**src/rtl/pipeline_hazard_ctrl.sv**
```systemverilog
`default_nettype none
// ============================================================================
// Module   : pipeline_hazard_ctrl
// Purpose  : Stall/flush controller for the 5-stage pipeline (load-use,
//            taken branch, data-cache miss refill handshake).
//            Optional performance counters: define PIPE_CTRL_PERF_EN.
// Revision : 1.0  initial release
// ============================================================================
module pipeline_hazard_ctrl #(
    parameter int CNT_W = 16
) (
    input  logic             clock_i,
    input  logic             rst_i,
    input  logic             idex_memread_i,
    input  logic [4:0]       idex_rt_i,
    input  logic [4:0]       ifid_rs_i,
    input  logic [4:0]       ifid_rt_i,
    input  logic             branch_taken_i,
    input  logic             dmem_req_i,
    input  logic             dcache_hit_i,
    input  logic             mem_ack_i,
    output logic             mem_req_o,
    output logic             dcache_fill_o,
    output logic             pc_we_o,
    output logic             ifid_en_o,
    output logic             idex_en_o,
    output logic             exmem_en_o,
    output logic             memwb_en_o,
    output logic             ifid_flush_o,
    output logic             idex_flush_o,
`ifdef PIPE_CTRL_PERF_EN
    output logic [CNT_W-1:0] stall_cycles_o,
    output logic [CNT_W-1:0] miss_count_o,
`endif
    output logic             memwb_flush_o
);

    typedef enum logic [1:0] {
        ST_RUN  = 2'd0,
        ST_MISS = 2'd1,
        ST_FILL = 2'd2
    } state_t;

    if (CNT_W < 1) begin : g_cnt_w_check
        $error("pipeline_hazard_ctrl: CNT_W must be at least 1");
    end

    state_t state_q, state_d;
    logic   mem_req_q, mem_req_d;
    logic   dcache_fill_q, dcache_fill_d;

    logic w_miss_start;
    logic w_miss;
    logic w_lu;

    assign w_miss_start = (state_q == ST_RUN) && dmem_req_i && !dcache_hit_i;
    assign w_miss       = w_miss_start || (state_q == ST_MISS) || (state_q == ST_FILL);
    assign w_lu         = idex_memread_i && (idex_rt_i != 5'd0) &&
                          ((idex_rt_i == ifid_rs_i) || (idex_rt_i == ifid_rt_i));

    // Refill handshake; ack is only honoured while the request is visible.
    always_comb begin
        state_d       = state_q;
        mem_req_d     = 1'b0;
        dcache_fill_d = 1'b0;
        case (state_q)
            ST_RUN: begin
                if (w_miss_start) begin
                    state_d   = ST_MISS;
                    mem_req_d = 1'b1;
                end
            end
            ST_MISS: begin
                if (mem_ack_i) begin
                    state_d       = ST_FILL;
                    dcache_fill_d = 1'b1;
                end else begin
                    mem_req_d = 1'b1;
                end
            end
            ST_FILL: begin
                state_d = ST_RUN;
            end
            default: begin
                state_d = ST_RUN;
            end
        endcase
    end

    always_ff @(posedge clock_i) begin
        if (rst_i) begin
            state_q       <= ST_RUN;
            mem_req_q     <= 1'b0;
            dcache_fill_q <= 1'b0;
        end else begin
            state_q       <= state_d;
            mem_req_q     <= mem_req_d;
            dcache_fill_q <= dcache_fill_d;
        end
    end

    assign mem_req_o     = mem_req_q;
    assign dcache_fill_o = dcache_fill_q;

    // A miss freezes everything up to EX/MEM and pushes a bubble into WB.
    always_comb begin
        pc_we_o       = 1'b1;
        ifid_en_o     = 1'b1;
        idex_en_o     = 1'b1;
        exmem_en_o    = 1'b1;
        memwb_en_o    = 1'b1;
        ifid_flush_o  = 1'b0;
        idex_flush_o  = 1'b0;
        memwb_flush_o = 1'b0;
        if (rst_i) begin
            pc_we_o       = 1'b0;
            ifid_en_o     = 1'b0;
            idex_en_o     = 1'b0;
            exmem_en_o    = 1'b0;
            memwb_en_o    = 1'b0;
            ifid_flush_o  = 1'b1;
            idex_flush_o  = 1'b1;
            memwb_flush_o = 1'b1;
        end else if (w_miss) begin
            pc_we_o       = 1'b0;
            ifid_en_o     = 1'b0;
            idex_en_o     = 1'b0;
            exmem_en_o    = 1'b0;
            memwb_flush_o = 1'b1;
        end else if (w_lu) begin
            pc_we_o      = 1'b0;
            ifid_en_o    = 1'b0;
            idex_flush_o = 1'b1;
        end else if (branch_taken_i) begin
            ifid_flush_o = 1'b1;
        end
    end

`ifdef PIPE_CTRL_PERF_EN
    logic [CNT_W-1:0] stall_cycles_q, stall_cycles_d;
    logic [CNT_W-1:0] miss_count_q, miss_count_d;

    always_comb begin
        stall_cycles_d = stall_cycles_q;
        miss_count_d   = miss_count_q;
        if (!pc_we_o && (stall_cycles_q != {CNT_W{1'b1}})) begin
            stall_cycles_d = stall_cycles_q + 1'b1;
        end
        if (w_miss_start && (miss_count_q != {CNT_W{1'b1}})) begin
            miss_count_d = miss_count_q + 1'b1;
        end
    end

    always_ff @(posedge clock_i) begin
        if (rst_i) begin
            stall_cycles_q <= '0;
            miss_count_q   <= '0;
        end else begin
            stall_cycles_q <= stall_cycles_d;
            miss_count_q   <= miss_count_d;
        end
    end

    assign stall_cycles_o = stall_cycles_q;
    assign miss_count_o   = miss_count_q;
`endif

endmodule
`default_nettype wire

```
**config.mk**
```make
export PLATFORM = sky130hd
export DESIGN_NAME = pipeline_hazard_ctrl
export DESIGN_NICKNAME = d
export VERILOG_FILES = /design/src/rtl/pipeline_hazard_ctrl.sv
export SDC_FILE = /design/constraint.sdc
export NUM_CORES = 1
export LEC_CHECK = 0
export ABC_AREA = 1
export CORE_UTILIZATION = 29
export DETAILED_ROUTE_END_ITERATION = 16
export GPL_ROUTABILITY_DRIVEN = 0
export GPL_TIMING_DRIVEN = 0
export PLACE_DENSITY = 0.74
export SLEW_MARGIN = 0
export SYNTH_ARGS = -nofsm -noshare
export SYNTH_HDL_FRONTEND = slang
export SYNTH_SLANG_ARGS = --single-unit
```
**constraint.sdc**
```tcl
create_clock -name clock_i -period 1.2 [get_ports clock_i]
set_clock_uncertainty 0.15 [all_clocks]
set_input_delay 0.24 -clock clock_i [delete_from_list [all_inputs] [get_ports clock_i]]
set_output_delay 0.24 -clock clock_i [all_outputs]
set_load 0.1 [all_outputs]
```
==> flow_metrics.py <==
metrics = {
    "place": {
        "placed_area_sq_um": 783,
        "pre_cts_ws_ps": -1730,
        "port_buffers": 31,
        "detailed_place_hpwl_microns": 817,
    },
    "pwr": {
        "p_per_area_mw_per_mm2": 853,
        "p_int_w": 0.000458,
        "p_sw_w": 0.000373,
        "p_clk_frac": 0.199,
        "p_leak_nw": 0.504,
        "p_seq_frac": 0.171,
        "p_sw_frac": 0.449,
        "vdd_drop_max_mv": 0.728,
        "combPwrFrac": 0.629,
    },
    "critical_path": {
        "critPathCaptureType": "output pin",
        "worstPathRequired_ps": 810,
        "crit_type": "reg -> out",
        "arrival_ps": 1440,
        "worstReg2RegEnd": "mem_req_o",
        "path_max_fanout": 4,
        "r2r_start": "state_q[0]",
        "r2r_cells": 5,
        "r2r_setup_slack_ps": -80,
        "startpoint_type": "flip-flop",
    },
    "cells_and_area": {
        "drive_gt1_frac": 0.403,
        "final_common_cell": "nand2_1",
        "layout.nets": 143,
        "utilization": 0.740,
        "diodes": 0,
        "syn_to_final_growth_pct": 135,
        "final_cell_mix": "nand2_1 (27), dlygate4sd2_1 (12), inv_1 (10), buf_4 (10), buf_12 (7)",
        "final_area_sq_um": 975,
    },
    "clocking": {
        "numCtsBuffers": 3,
        "clock-sinks": 4,
        "cts_tree": "done",
        "cts_buffer_depth": 2,
        "clockRootBuffer": "clkbuf_4",
        "clkLatencyLatePin_ps": 230,
        "cts.hold.buffers_added": 0,
        "htreeDepth": 1,
        "clk_pin_slew_ps": 40,
    },
    "global_route": {
        "grt_overflow": 0,
        "grt_first_pass_wirelength_microns": 1730,
        "grt_pass1_vias": 458,
        "grt_max_degree": 6,
        "track_usage": 0.164,
        "grt_antenna_before_repair": 0,
    },
    "floorplan": {
        "die_h_microns": 39.8,
        "die_w_microns": 39.8,
        "initial_core_util": 0.314,
        "die-area_sq_mm": 0.00158,
        "ioPinCount": 32,
        "num_rows": 13,
        "core_region_area_sq_mm": 0.00132,
    },
    "logic_synthesis": {
        "synth_area_per_cell_sq_um": 5.38,
        "yosysSeqAreaShare": 0.193,
        "ys.flop_type": "dfxtp_1",
        "ys_ff_latch": 4,
        "syn-num-nets": 99,
        "syn_area_sq_um": 414,
        "ys_types": 18,
        "ys_warn_count": 0,
        "synth-edff-count": 0,
        "netlist_instances": 77,
        "synthArstFlopShare": 0,
    },
    "detailed_routing": {
        "drc": 0,
        "initialDrtViolationCount": 13,
        "wl_microns": 1230,
        "routed_via_density": 4.33,
        "ant_nets": 0,
        "vias": 580,
        "firstDrtPassIters": 4,
        "post_drt_wl_per_cell_microns": 9.19,
    },
    "worst_hold_path": {
        "worstHoldStart": "rst_i",
        "hp-class": "in -> reg",
        "whs_endpoint": "mem_req_o",
        "hold_path_depth": 2,
    },
    "sta": {
        "maxSlewHeadroom": 0.816,
        "holdWs_ps": 68.4,
        "setup_slack_ps": -629,
        "fmax_ghz": 0.547,
        "slew_viol_final": 0,
        "setup_viol": 10,
        "period_minus_slack_ps": 1830,
        "fin_crit_sh": 1.52,
        "rsz0062_at_grt": "true",
        "worst_pin_slew_ps": 278,
        "final-hold-violation-count": 0,
    },
    "status": {
        "violations": "setup timing",
        "outcome": "finished, violations left",
    },
    "run": {
        "drv_cap": 0,
    },
}
## what timing repair did
action / 4_1_cts / 5_1_grt
setup endpoints to repair: 10 / 10
setup buffers: 6 / 2
gates cloned: 0 / 0
gates resized for setup: 124 / 3
endpoints found under the hold margin: 0 / 0
pin swaps: 17 / 8
## layout make-up
| type | count | area (sq um) |
|---|---|---|
| Buffer | 2 | 22.5 |
| Clock buffer | 3 | 22.5 |
| Fill cell | 106 | 343 |
| Inverter | 17 | 71.3 |
| Multi-Input combinational cell | 54 | 324 |
| Sequential cell | 4 | 90.1 |
| Tap cell | 15 | 18.8 |
| Timing Repair Buffer | 39 | 425 |
## routing by layer
layer	wire length, microns	GRT usage
met2	668	0.311
met4	0	0
met5	0	0
met1	495	0.174
met3	69	0.0682
## power by group through the flow
stage,Sequential [W],Combinational (W),Clock (W)
finish,0.000142,0.000523,0.000166
global route,0.000143,0.000549,0.000180
CTS,0.000143,0.000508,0.000175
detailed placement,0.000146,0.000435,0
global placement,0.000146,0.000432,0
floorplan,0.000165,0.000277,0
## Yosys cell counts, types with 2 or more instances
cell / instances / share of area
a211oi_1: 2 / 0.036
buf_4: 2 / 0.036
dfxtp_1: 4 / 0.19
inv_1: 13 / 0.12
inv_2: 3 / 0.027
nand2_1: 29 / 0.26
nand2_2: 4 / 0.060
nand3_1: 3 / 0.036
nor2_1: 6 / 0.054
nor3_1: 2 / 0.024
xnor2_1: 2 / 0.042
## state kept, by name, summed over array words and instances, names as in the netlist
signal,flops
mem_req_o,1
dcache_fill_o,1
state_q,2
## cells by family (layout without fill, tap and decap cells)
group	Yosys count	count (layout)	synth area share
and+or+nand+nor	47	47	0.495
DFF	4	4	0.193
AOI/OAI and AO/OA	5	5	0.0785
xor gates and xnor gates	2	2	0.0423
buffers and inverters	19	61	0.190
## stage by stage
step                      instances  setup TNS (ps)  total power [W]
after floorplan                  77           -5480         0.000443
after global placement          123          -13870         0.000577
after detailed placement        123          -13940         0.000580
after CTS                       132           -4010         0.000826
after global routing            134           -4810         0.000872
final                           134           -4320         0.000831
## worst max-delay path: stages, from the launching register on
cell and delay (ps):
dfxtp_4 350, nor2_4 160, nand3b_4 100, nand2_4 80
nand2_4 70, nand2_8 90, clkinvlp_4 90, buf_6 120
buf_12 150
## worst max path at each step
stage,endpoint,start
CTS,idex_en_o,state_q[1]
finish,idex_en_o,state_q[0]
floorplan,idex_en_o,rst_i
detailed placement,idex_flush_o,idex_rt_i[4]
global route,idex_en_o,state_q[0]
global placement,idex_flush_o,idex_rt_i[4]
Note: power is estimated with default switching activity, not from simulation.
